<file path="src/rtl/mc_obct_array.sv">
// Open-bank / open-row tracker for a multi-chip-select memory controller, with
// per-bank idle timers and a round-robin arbiter that requests idle precharges.
module mc_obct_array #(
  parameter int CS_NUM = 8,
  parameter int BANK_W = 2,
  parameter int ROW_W  = 13,
  parameter int IDLE_W = 8
) (
  input  logic              clk,
  input  logic              rst,
  input  logic [CS_NUM-1:0] cs,
  input  logic [ROW_W-1:0]  row_adr,
  input  logic [BANK_W-1:0] bank_adr,
  input  logic              bank_set,
  input  logic              bank_clr,
  input  logic              bank_clr_all,
  input  logic              rfr_ack,
  input  logic              bank_touch,
  input  logic [IDLE_W-1:0] idle_limit,
  output logic              bank_open,
  output logic              row_same,
  output logic              any_bank_open,
  output logic              close_req,
  output logic [2:0]        close_cs,
  output logic [BANK_W-1:0] close_bank,
  input  logic              close_ack
);

  localparam int NB    = 1 << BANK_W;
  localparam int NE    = CS_NUM * NB;
  localparam int IDX_W = (NE > 1) ? $clog2(NE) : 1;

  logic              open_q [CS_NUM][NB];
  logic [ROW_W-1:0]  row_q  [CS_NUM][NB];
  logic [IDLE_W-1:0] cnt_q  [CS_NUM][NB];
  logic              open_n [CS_NUM][NB];
  logic [ROW_W-1:0]  row_n  [CS_NUM][NB];
  logic [IDLE_W-1:0] cnt_n  [CS_NUM][NB];

  logic clr_hit   [CS_NUM][NB];
  logic set_hit   [CS_NUM][NB];
  logic touch_hit [CS_NUM][NB];
  logic pend_hit  [CS_NUM][NB];
  logic withdraw, ack_close;

  logic [NE-1:0]     eligible;
  logic              bank_open_n, row_same_n, any_open_n;
  logic              found;
  logic [IDX_W-1:0]  g_idx;
  logic [IDX_W-1:0]  start_q;
  int                srch_j;

  logic              close_req_q;
  logic [2:0]        close_cs_q;
  logic [BANK_W-1:0] close_bank_q;

  // Command decode per entry; a pending target that is closed or touched withdraws the request
  always_comb begin
    withdraw = 1'b0;
    for (int i = 0; i < CS_NUM; i++) begin
      for (int b = 0; b < NB; b++) begin
        clr_hit[i][b]   = rfr_ack | (cs[i] & (bank_clr_all | (bank_clr & (bank_adr == BANK_W'(b)))));
        set_hit[i][b]   = cs[i] & bank_set & (bank_adr == BANK_W'(b));
        touch_hit[i][b] = cs[i] & bank_touch & (bank_adr == BANK_W'(b));
        pend_hit[i][b]  = close_req_q & (close_cs_q == 3'(i)) & (close_bank_q == BANK_W'(b));
        if (pend_hit[i][b] & (clr_hit[i][b] | set_hit[i][b] | touch_hit[i][b]))
          withdraw = 1'b1;
      end
    end
    ack_close = close_req_q & close_ack & ~withdraw;
  end

  // Entry next state, expiry and status lookup (status reads pre-update state)
  always_comb begin
    eligible    = '0;
    bank_open_n = 1'b0;
    row_same_n  = 1'b0;
    any_open_n  = 1'b0;
    for (int i = 0; i < CS_NUM; i++) begin
      bank_open_n = bank_open_n | (cs[i] & open_q[i][bank_adr]);
      row_same_n  = row_same_n  | (cs[i] & open_q[i][bank_adr] & (row_q[i][bank_adr] == row_adr));
      for (int b = 0; b < NB; b++) begin
        open_n[i][b] = open_q[i][b];
        row_n[i][b]  = row_q[i][b];
        cnt_n[i][b]  = cnt_q[i][b];
        any_open_n   = any_open_n | (cs[i] & open_q[i][b]);
        eligible[i*NB+b] = open_q[i][b] & (idle_limit != '0) & (cnt_q[i][b] == idle_limit)
                         & ~(clr_hit[i][b] | set_hit[i][b] | touch_hit[i][b]);
        if (clr_hit[i][b] | (ack_close & pend_hit[i][b])) begin
          open_n[i][b] = 1'b0;
          cnt_n[i][b]  = '0;
        end else if (set_hit[i][b]) begin
          open_n[i][b] = 1'b1;
          row_n[i][b]  = row_adr;
          cnt_n[i][b]  = '0;
        end else if (!open_q[i][b] || touch_hit[i][b]) begin
          cnt_n[i][b]  = '0;
        end else if (cnt_q[i][b] >= idle_limit) begin
          cnt_n[i][b]  = idle_limit;
        end else begin
          cnt_n[i][b]  = cnt_q[i][b] + 1'b1;
        end
      end
    end
  end

  // Round-robin search starting at start_q
  always_comb begin
    found  = 1'b0;
    g_idx  = '0;
    srch_j = 0;
    for (int k = 0; k < NE; k++) begin
      srch_j = int'(start_q) + k;
      if (srch_j >= NE) srch_j = srch_j - NE;
      if (!found && eligible[srch_j]) begin
        found = 1'b1;
        g_idx = IDX_W'(srch_j);
      end
    end
  end

  // Stage boundary: entry state, status outputs and close request registers
  always_ff @(posedge clk or negedge rst) begin
    if (!rst) begin
      for (int i = 0; i < CS_NUM; i++) begin
        for (int b = 0; b < NB; b++) begin
          open_q[i][b] <= 1'b0;
          row_q[i][b]  <= '0;
          cnt_q[i][b]  <= '0;
        end
      end
      bank_open     <= 1'b0;
      row_same      <= 1'b0;
      any_bank_open <= 1'b0;
      close_req_q   <= 1'b0;
      close_cs_q    <= '0;
      close_bank_q  <= '0;
      start_q       <= '0;
    end else begin
      open_q        <= open_n;
      row_q         <= row_n;
      cnt_q         <= cnt_n;
      bank_open     <= bank_open_n;
      row_same      <= row_same_n;
      any_bank_open <= any_open_n;
      if (close_req_q) begin
        if (withdraw || close_ack) close_req_q <= 1'b0;
      end else if (found) begin
        close_req_q  <= 1'b1;
        close_cs_q   <= 3'(g_idx >> BANK_W);
        close_bank_q <= BANK_W'(g_idx);
        start_q      <= (g_idx == IDX_W'(NE - 1)) ? '0 : g_idx + 1'b1;
      end
    end
  end

  assign close_req  = close_req_q;
  assign close_cs   = close_cs_q;
  assign close_bank = close_bank_q;

endmodule

</file>
<file path="config.mk">
export PLATFORM = sky130hd
export DESIGN_NAME = mc_obct_array
export DESIGN_NICKNAME = d
export VERILOG_FILES = /design/src/rtl/mc_obct_array.sv
export SDC_FILE = /design/constraint.sdc
export NUM_CORES = 2
export LEC_CHECK = 0
export ABC_AREA = 1
export BUFFER_PORTS_ARGS = -buffer_cell sky130_fd_sc_hd__buf_2
export CORE_MARGIN = 5
export CORE_UTILIZATION = 60
export CTS_CLUSTER_DIAMETER = 50
export CTS_CLUSTER_SIZE = 40
export DETAILED_ROUTE_END_ITERATION = 10
export PLACE_DENSITY = 0.86
export SYNTH_ARGS = -nofsm -noshare
export SYNTH_HDL_FRONTEND = slang
export SYNTH_SLANG_ARGS = --single-unit
</file>
<file path="constraint.sdc">
create_clock -name clk -period 6.4 [get_ports clk]
set_input_delay 1.28 -clock clk [delete_from_list [all_inputs] [get_ports clk]]
set_output_delay 1.28 -clock clk [all_outputs]
set_load 0.01 [all_outputs]
</file>
Word-level counts from Yosys, hierarchy flattened
Index checks and enable logic that the tools add are counted.
{"block": "word_totals", "word_cells": 1624, "in_bits": 39, "output_inout_bits": 9, "reg_bits": 718}
{"block": "classes", "n_reduce_logical": 196, "n_bitwise": 610, "n_addsub": 96, "order_cmp": 97, "n_eq_ne": 54, "muxes": 468}
{"op": "32-bit by 7-bit < comparator with 1-bit output, second input constant", "count": 32}
{"op": "32-bit two-way mux", "count": 32}
{"op": "8-bit two-way mux", "count": 128}
{"op": "1-bit AND", "count": 366}
{"op": "8-bit by 1-bit adder with 8-bit output, second input constant", "count": 32}
{"op": "8-bit equality test", "count": 32}
{"op": "8-bit >= comparator", "count": 32}
{"op": "6-bit by 6-bit subtractor with 7-bit output, second input constant", "count": 31}
{"op": "1-bit two-way mux", "count": 211}
{"op": "13-bit binary-select mux with 2-bit select", "count": 8}
{"op": "13-bit two-way mux", "count": 16}
{"op": "6-bit >= comparator, second input constant", "count": 31}
{"op": "1-bit OR", "count": 177}
{"op": "5-bit two-way mux", "count": 33}
{"op": "1-bit binary-select mux with 5-bit select", "count": 32}
{"op": "13-bit equality test", "count": 8}
{"op": "5-bit by 5-bit adder with 6-bit output, second input constant", "count": 16}
{"op": "1-bit NOT", "count": 66}
{"op": "2-bit AND reduction", "count": 33}
{"op": "2-bit nonzero test", "count": 32}
{"op": "1-bit zero test", "count": 63}
{"op": "5-bit by 4-bit adder with 6-bit output, second input constant", "count": 8}
{"op": "1-bit logical OR", "count": 33}
{"op": "1-bit logical AND", "count": 31}
{"op": "other kinds (18)", "count": 38}

Logic depth before layout (Yosys ltp)
{"block": "logic_depth", "depth_word": 108, "depth_mapped": 48, "mapped_depth_nobuf": 46}

Least setup slack after synthesis
OpenSTA, ideal clock, no wires.
{"block": "synth_path", "kind": "input-to-reg", "startpoint": "input idle_limit[1]", "endpoint": "register start_q[0]", "n_path_buf": 1, "arrival_ns": 6.679, "setup_ns": 0.120, "setup_slack_ns": -0.399, "path_stages": 43, "required_ns": 6.280, "path_cell_list": "inv_1 -> clkbuf_1 -> ha_1 -> inv_1 -> nor2_1 -> nand4_1 -> nor2_1 -> nand3_1 -> nand2_1 -> nand2_1 -> nand2_1 -> nand2_1 -> nand2_2 -> nand2_2 -> nand2_2 -> nand2_1 -> nand2_2 -> nor2_4 -> [... 7 more ...] -> nor2_4 -> nand4_4 -> nor2_8 -> nand4_4 -> nor2_8 -> nand4_4 -> nor2_8 -> nand3b_1 -> nand2_1 -> nand2_1 -> nand2_2 -> ha_1 -> nand2_1 -> nor2_1 -> ha_1 -> nor2_1 -> o21ai_0 -> inv_1"}
{"block": "synth_via", "elab_chain_cells": 103, "word_cells_on_any_way": 355, "cone_classes": "add/sub (1); eq/ne (33); mux (161); bitwise (96); reduce/logical (64)"}
{"element": "start, declared", "line": "19", "rtl": "input logic [IDLE_W-1:0] idle_limit,"}
{"element": "8-bit nonzero test", "line": "87", "rtl": "eligible[i*NB+b] = open_q[i][b] & (idle_limit != '0) & (cnt_q[i][b] == idle_limit)"}
{"element": "1-bit AND (2 in series)", "line": "87"}
{"element": "1-bit AND", "line": "88", "rtl": "& ~(clr_hit[i][b] | set_hit[i][b] | touch_hit[i][b]);"}
{"element": "1-bit binary-select mux with 5-bit select", "line": "115", "rtl": "if (!found && eligible[srch_j]) begin"}
{"element": "1-bit two-way mux (implied by the code) (2 in series)", "line": "115"}
{"element": "1-bit two-way mux", "line": "115"}
{"element": "1-bit zero test", "line": "115"}
{"element": "1-bit logical AND", "line": "115"}
{"element": "[... 86 more ...]"}
{"element": "1-bit logical AND", "line": "115"}
{"element": "1-bit two-way mux", "line": "115"}
{"element": "1-bit zero test", "line": "115"}
{"element": "1-bit logical AND", "line": "115"}
{"element": "5-bit two-way mux *", "line": "115"}
{"element": "named net g_idx[0]", "line": "49", "rtl": "logic [IDX_W-1:0] g_idx;"}
{"element": "5-bit by 1-bit adder with 5-bit output or 5-bit equality test (tied branches)", "line": "152", "rtl": "start_q <= (g_idx == IDX_W'(NE - 1)) ? '0 : g_idx + 1'b1;"}
{"element": "5-bit two-way mux *", "line": "152"}
{"element": "end signal, assigned", "line": "152"}
{"element": "end, declared", "line": "50", "rtl": "logic [IDX_W-1:0] start_q;"}
The timed path passes the listed nets; every way through them passes the cells marked *. The select of a mux whose other input is x is not followed.
A chain may end at the register's enable or synchronous reset.

Worst setup path after layout
{"block": "layout_path", "startpoint": "input idle_limit[6]", "endpoint": "register start_q[4]"}
The elaborated chain is that of the path after synthesis.

==> metrics.txt <==
synth top area cells dfrtp_1 38%, nand2_1 12%, ha_1 8.0%; Crit Path Category input pin to flip-flop; leakage power 26.08 nW; Req. time, crit path 6920 ps; DP HPWL 111300 um; Crit-path slowest cell ha_1; synthesis-to-layout area growth 15.15%; cell count after synthesis 6377; final WL 167100 um; Vias/cell 6.293; Max Cap Viol 0; clk root buf clkbuf_16; Gate power share 0.469; GRT Util Overall 0.3725; post-route ant nets 0; CP dominant cell by count nand2_1; Worst Max-Slew Pin Slew 1163 ps; Placed Area 50590 um2; antenna violations before repair 13; number of buffers created by CTS 86; WL per Instance 21.66 um; Worst R2R End start_q[4]$_DFFE_PN0P_; crit path DAT 6650 ps; Internal Dissipation 11.36 mW; sequential share of power 0.276; max frequency 163.1 MHz; Synth Register Bits 718; post-synth top area share 0.3811; CP Max Fanout 6; GPL Wtd Cong 1.052; FF-to-FF setup slack 500 ps; endpoint type of the worst setup path flip-flop; sw frac 0.4429; largest net degree at the start of global routing 173; Skew-Pair Late Insertion Delay 680 ps; Final setup viols 0; Clock power frac 0.255; switching pwr 9.034 mW; GR Overflow Total 0; fillers 5914; Post-synth EDFFs 0; register area share after synthesis 0.3811; final worst-path cycle share 0.9578; Power Dens Cells 375.8 nW/um2; first-pass GRT wire length 253700 um; worst vdd ir 0.4101 mV; Netlist Area Pre-Place 47140 um2; Hold Path Class flip-flop to flip-flop; Synth Area per Inst 7.392 um2; core box area 77720 um2; Top Ports 48; Finished Core Util 0.6984; Worst Clk Skew 37.16 ps; start point of the critical path idle_limit[6]; effective utilization at floorplan 0.6065; DRC errors left 0; Slew Limit Headroom 0.2239; Die Area 84270 um2; CTS tree yes; ys async rst share 1.000; clock period minus final worst setup slack 6130 ps; Yosys warning total 0; crit path to start_q[4]$_DFFE_PN0P_; Reg-to-Reg Start start_q[1]$_DFFE_PN0P_; total iterations of the first detailed-routing run 8; total number of vias 48540; fraction of layout cells with a size suffix above 1 0.1121; Post-CTS Hold Buffers 0; vias in the first global route 46940; port buffer count 47; area leader, netlist dfrtp_1; status complete, no violations; Synth cell types 59; post-synth net total 6719; Nets 6938; CTS HTree Levels 3; main flop type after synthesis dfrtp_1; width of the die 290.3 um; CTS Buffer Depth 3; slowest stage delay, CP 320 ps; Hold Fails Final Rpt 0; Pins Over Slew Limit 0; register clock-pin slew on the reported worst setup and hold paths 70 ps; Die Y 290.3 um; CTS sink cnt 718; Reg2Reg Depth 35; post-layout instance area 54280 um2; Iter 0 DRT Violations 6054; CP startpoint kind input pin; FP Rows 102
cell type report:
type,instances,area (um2),share of cell area
diodes,7,17.52,0.0003227
clock buffers,93,2238,0.04124
clock inverters,65,763.2,0.01406
inverters,694,2624,0.04833
multi-input cells,4669,25720,0.4739
flip-flops and latches,718,17970,0.3310
well taps,1040,1301,0.02397
repair buffers,427,3647,0.06719
placed cells by master, fill, tap and decap left out, types with 119 or more instances in the layout:
cell         n
a211oi_1   119
a21oi_1    248
buf_4      339
dfrtp_1    717
ha_1       298
inv_1      663
nand2_1   1515
nand3_1    316
nor2_1     583
o21ai_0    746
worst min path at each step:
stage                     slack, ps                endpoint                    from  depth (start not counted)
after global routing            510  row_q[137]$_DFFE_PN0P_  row_q[137]$_DFFE_PN0P_                          2
after CTS                       490   row_q[16]$_DFFE_PN0P_   row_q[16]$_DFFE_PN0P_                          2
after global placement          470   row_q[27]$_DFFE_PN0P_   row_q[27]$_DFFE_PN0P_                          2
after floorplan                 450  row_q[121]$_DFFE_PN0P_  row_q[121]$_DFFE_PN0P_                          2
after detailed placement        470   row_q[16]$_DFFE_PN0P_   row_q[16]$_DFFE_PN0P_                          2
final                           490  row_q[119]$_DFFE_PN0P_  row_q[119]$_DFFE_PN0P_                          2
through the flow:
| stage | setup slack (ps) | instances | total power [mW] | TNS [ps] | hold slack [ps] |
|---|---|---|---|---|---|
| detailed placement | -286.1 | 7525 | 14.59 | -1215 | 473.3 |
| global placement | -144.5 | 7525 | 14.47 | -583.7 | 466.0 |
| CTS | 365.8 | 7683 | 19.81 | 0 | 490.3 |
| floorplan | -20.91 | 6377 | 10.99 | -20.91 | 453.0 |
| global route | -104.2 | 7708 | 21.50 | -364.4 | 506.3 |
| finish | 270.1 | 7713 | 20.40 | 0 | 489.6 |
cells by family after synthesis:
kind of cell | synth area share
and+or+nand+nor | 0.2345
xor gates and xnor gates | 0.02174
DFF | 0.3811
buffers and inverters | 0.08037
AOI/OAI and AO/OA | 0.2018
adders and majority gates | 0.08042
timing repair:
action,4_1_cts,5_1_grt
setup endpoints to repair,0,5
gates resized for setup,0,104
hold endpoints to repair,0,0
buffers inserted,0,14
synth_stat cells, types with 6 or more instances:
master and count:
nor3_1 28, dfrtp_1 718, o22ai_1 73, a22oi_1 73
nand2_1 1539, o2111ai_1 8, or2_2 6, nand4_1 67
inv_1 672, ha_1 303, nor2_1 618, a21oi_1 248
o41ai_1 9, nand3b_1 13, o211ai_1 11, nand3_1 324
clkinv_1 17, a211oi_1 119, nand2_2 34, o21a_1 94
buf_2 23, a2111oi_0 23, xor2_1 84, or3_1 8
xnor2_1 33, o211a_1 12, o21ai_2 8, o21ai_0 754
o221ai_1 76, buf_1 29, a221oi_1 47, clkbuf_1 234
flip-flops by register name, indices dropped and copies added (netlist names):
| signal | flops |
|---|---|
| row_q | 416 |
| cnt_q | 256 |
| open_q | 32 |
| start_q | 5 |
| close_cs | 3 |
| close_bank | 2 |
| any_bank_open | 1 |
| bank_open | 1 |
| close_req | 1 |
| row_same | 1 |
power groups by stage:
stage | logic, mW | registers [mW] | clock network, mW
final | 9.58 | 5.63 | 5.19
after global placement | 8.84 | 5.64 | 0
after CTS | 8.99 | 5.61 | 5.21
after global routing | 10.4 | 5.68 | 5.40
after detailed placement | 8.91 | 5.68 | 0
after floorplan | 5.40 | 5.59 | 0
metal layers:
| layer | GRT usage | routed length, um | up-vias |
|---|---|---|---|
| met5 | 0 | 66 | - |
| met4 | 0.2114 | 12440 | 10 |
| met3 | 0.09201 | 20430 | 852 |
| met2 | 0.5886 | 73160 | 3112 |
| met1 | 0.4700 | 60970 | 22680 |
| li1 | - | - | 21890 |
worst max-delay path, delay by kind of cell:
kind,cells,cell delay [ps]
buf+inv,4,550
compound gates,1,50
fa+ha+maj,3,720
simple gates,36,4040
Power figures use the tool's default switching activity.
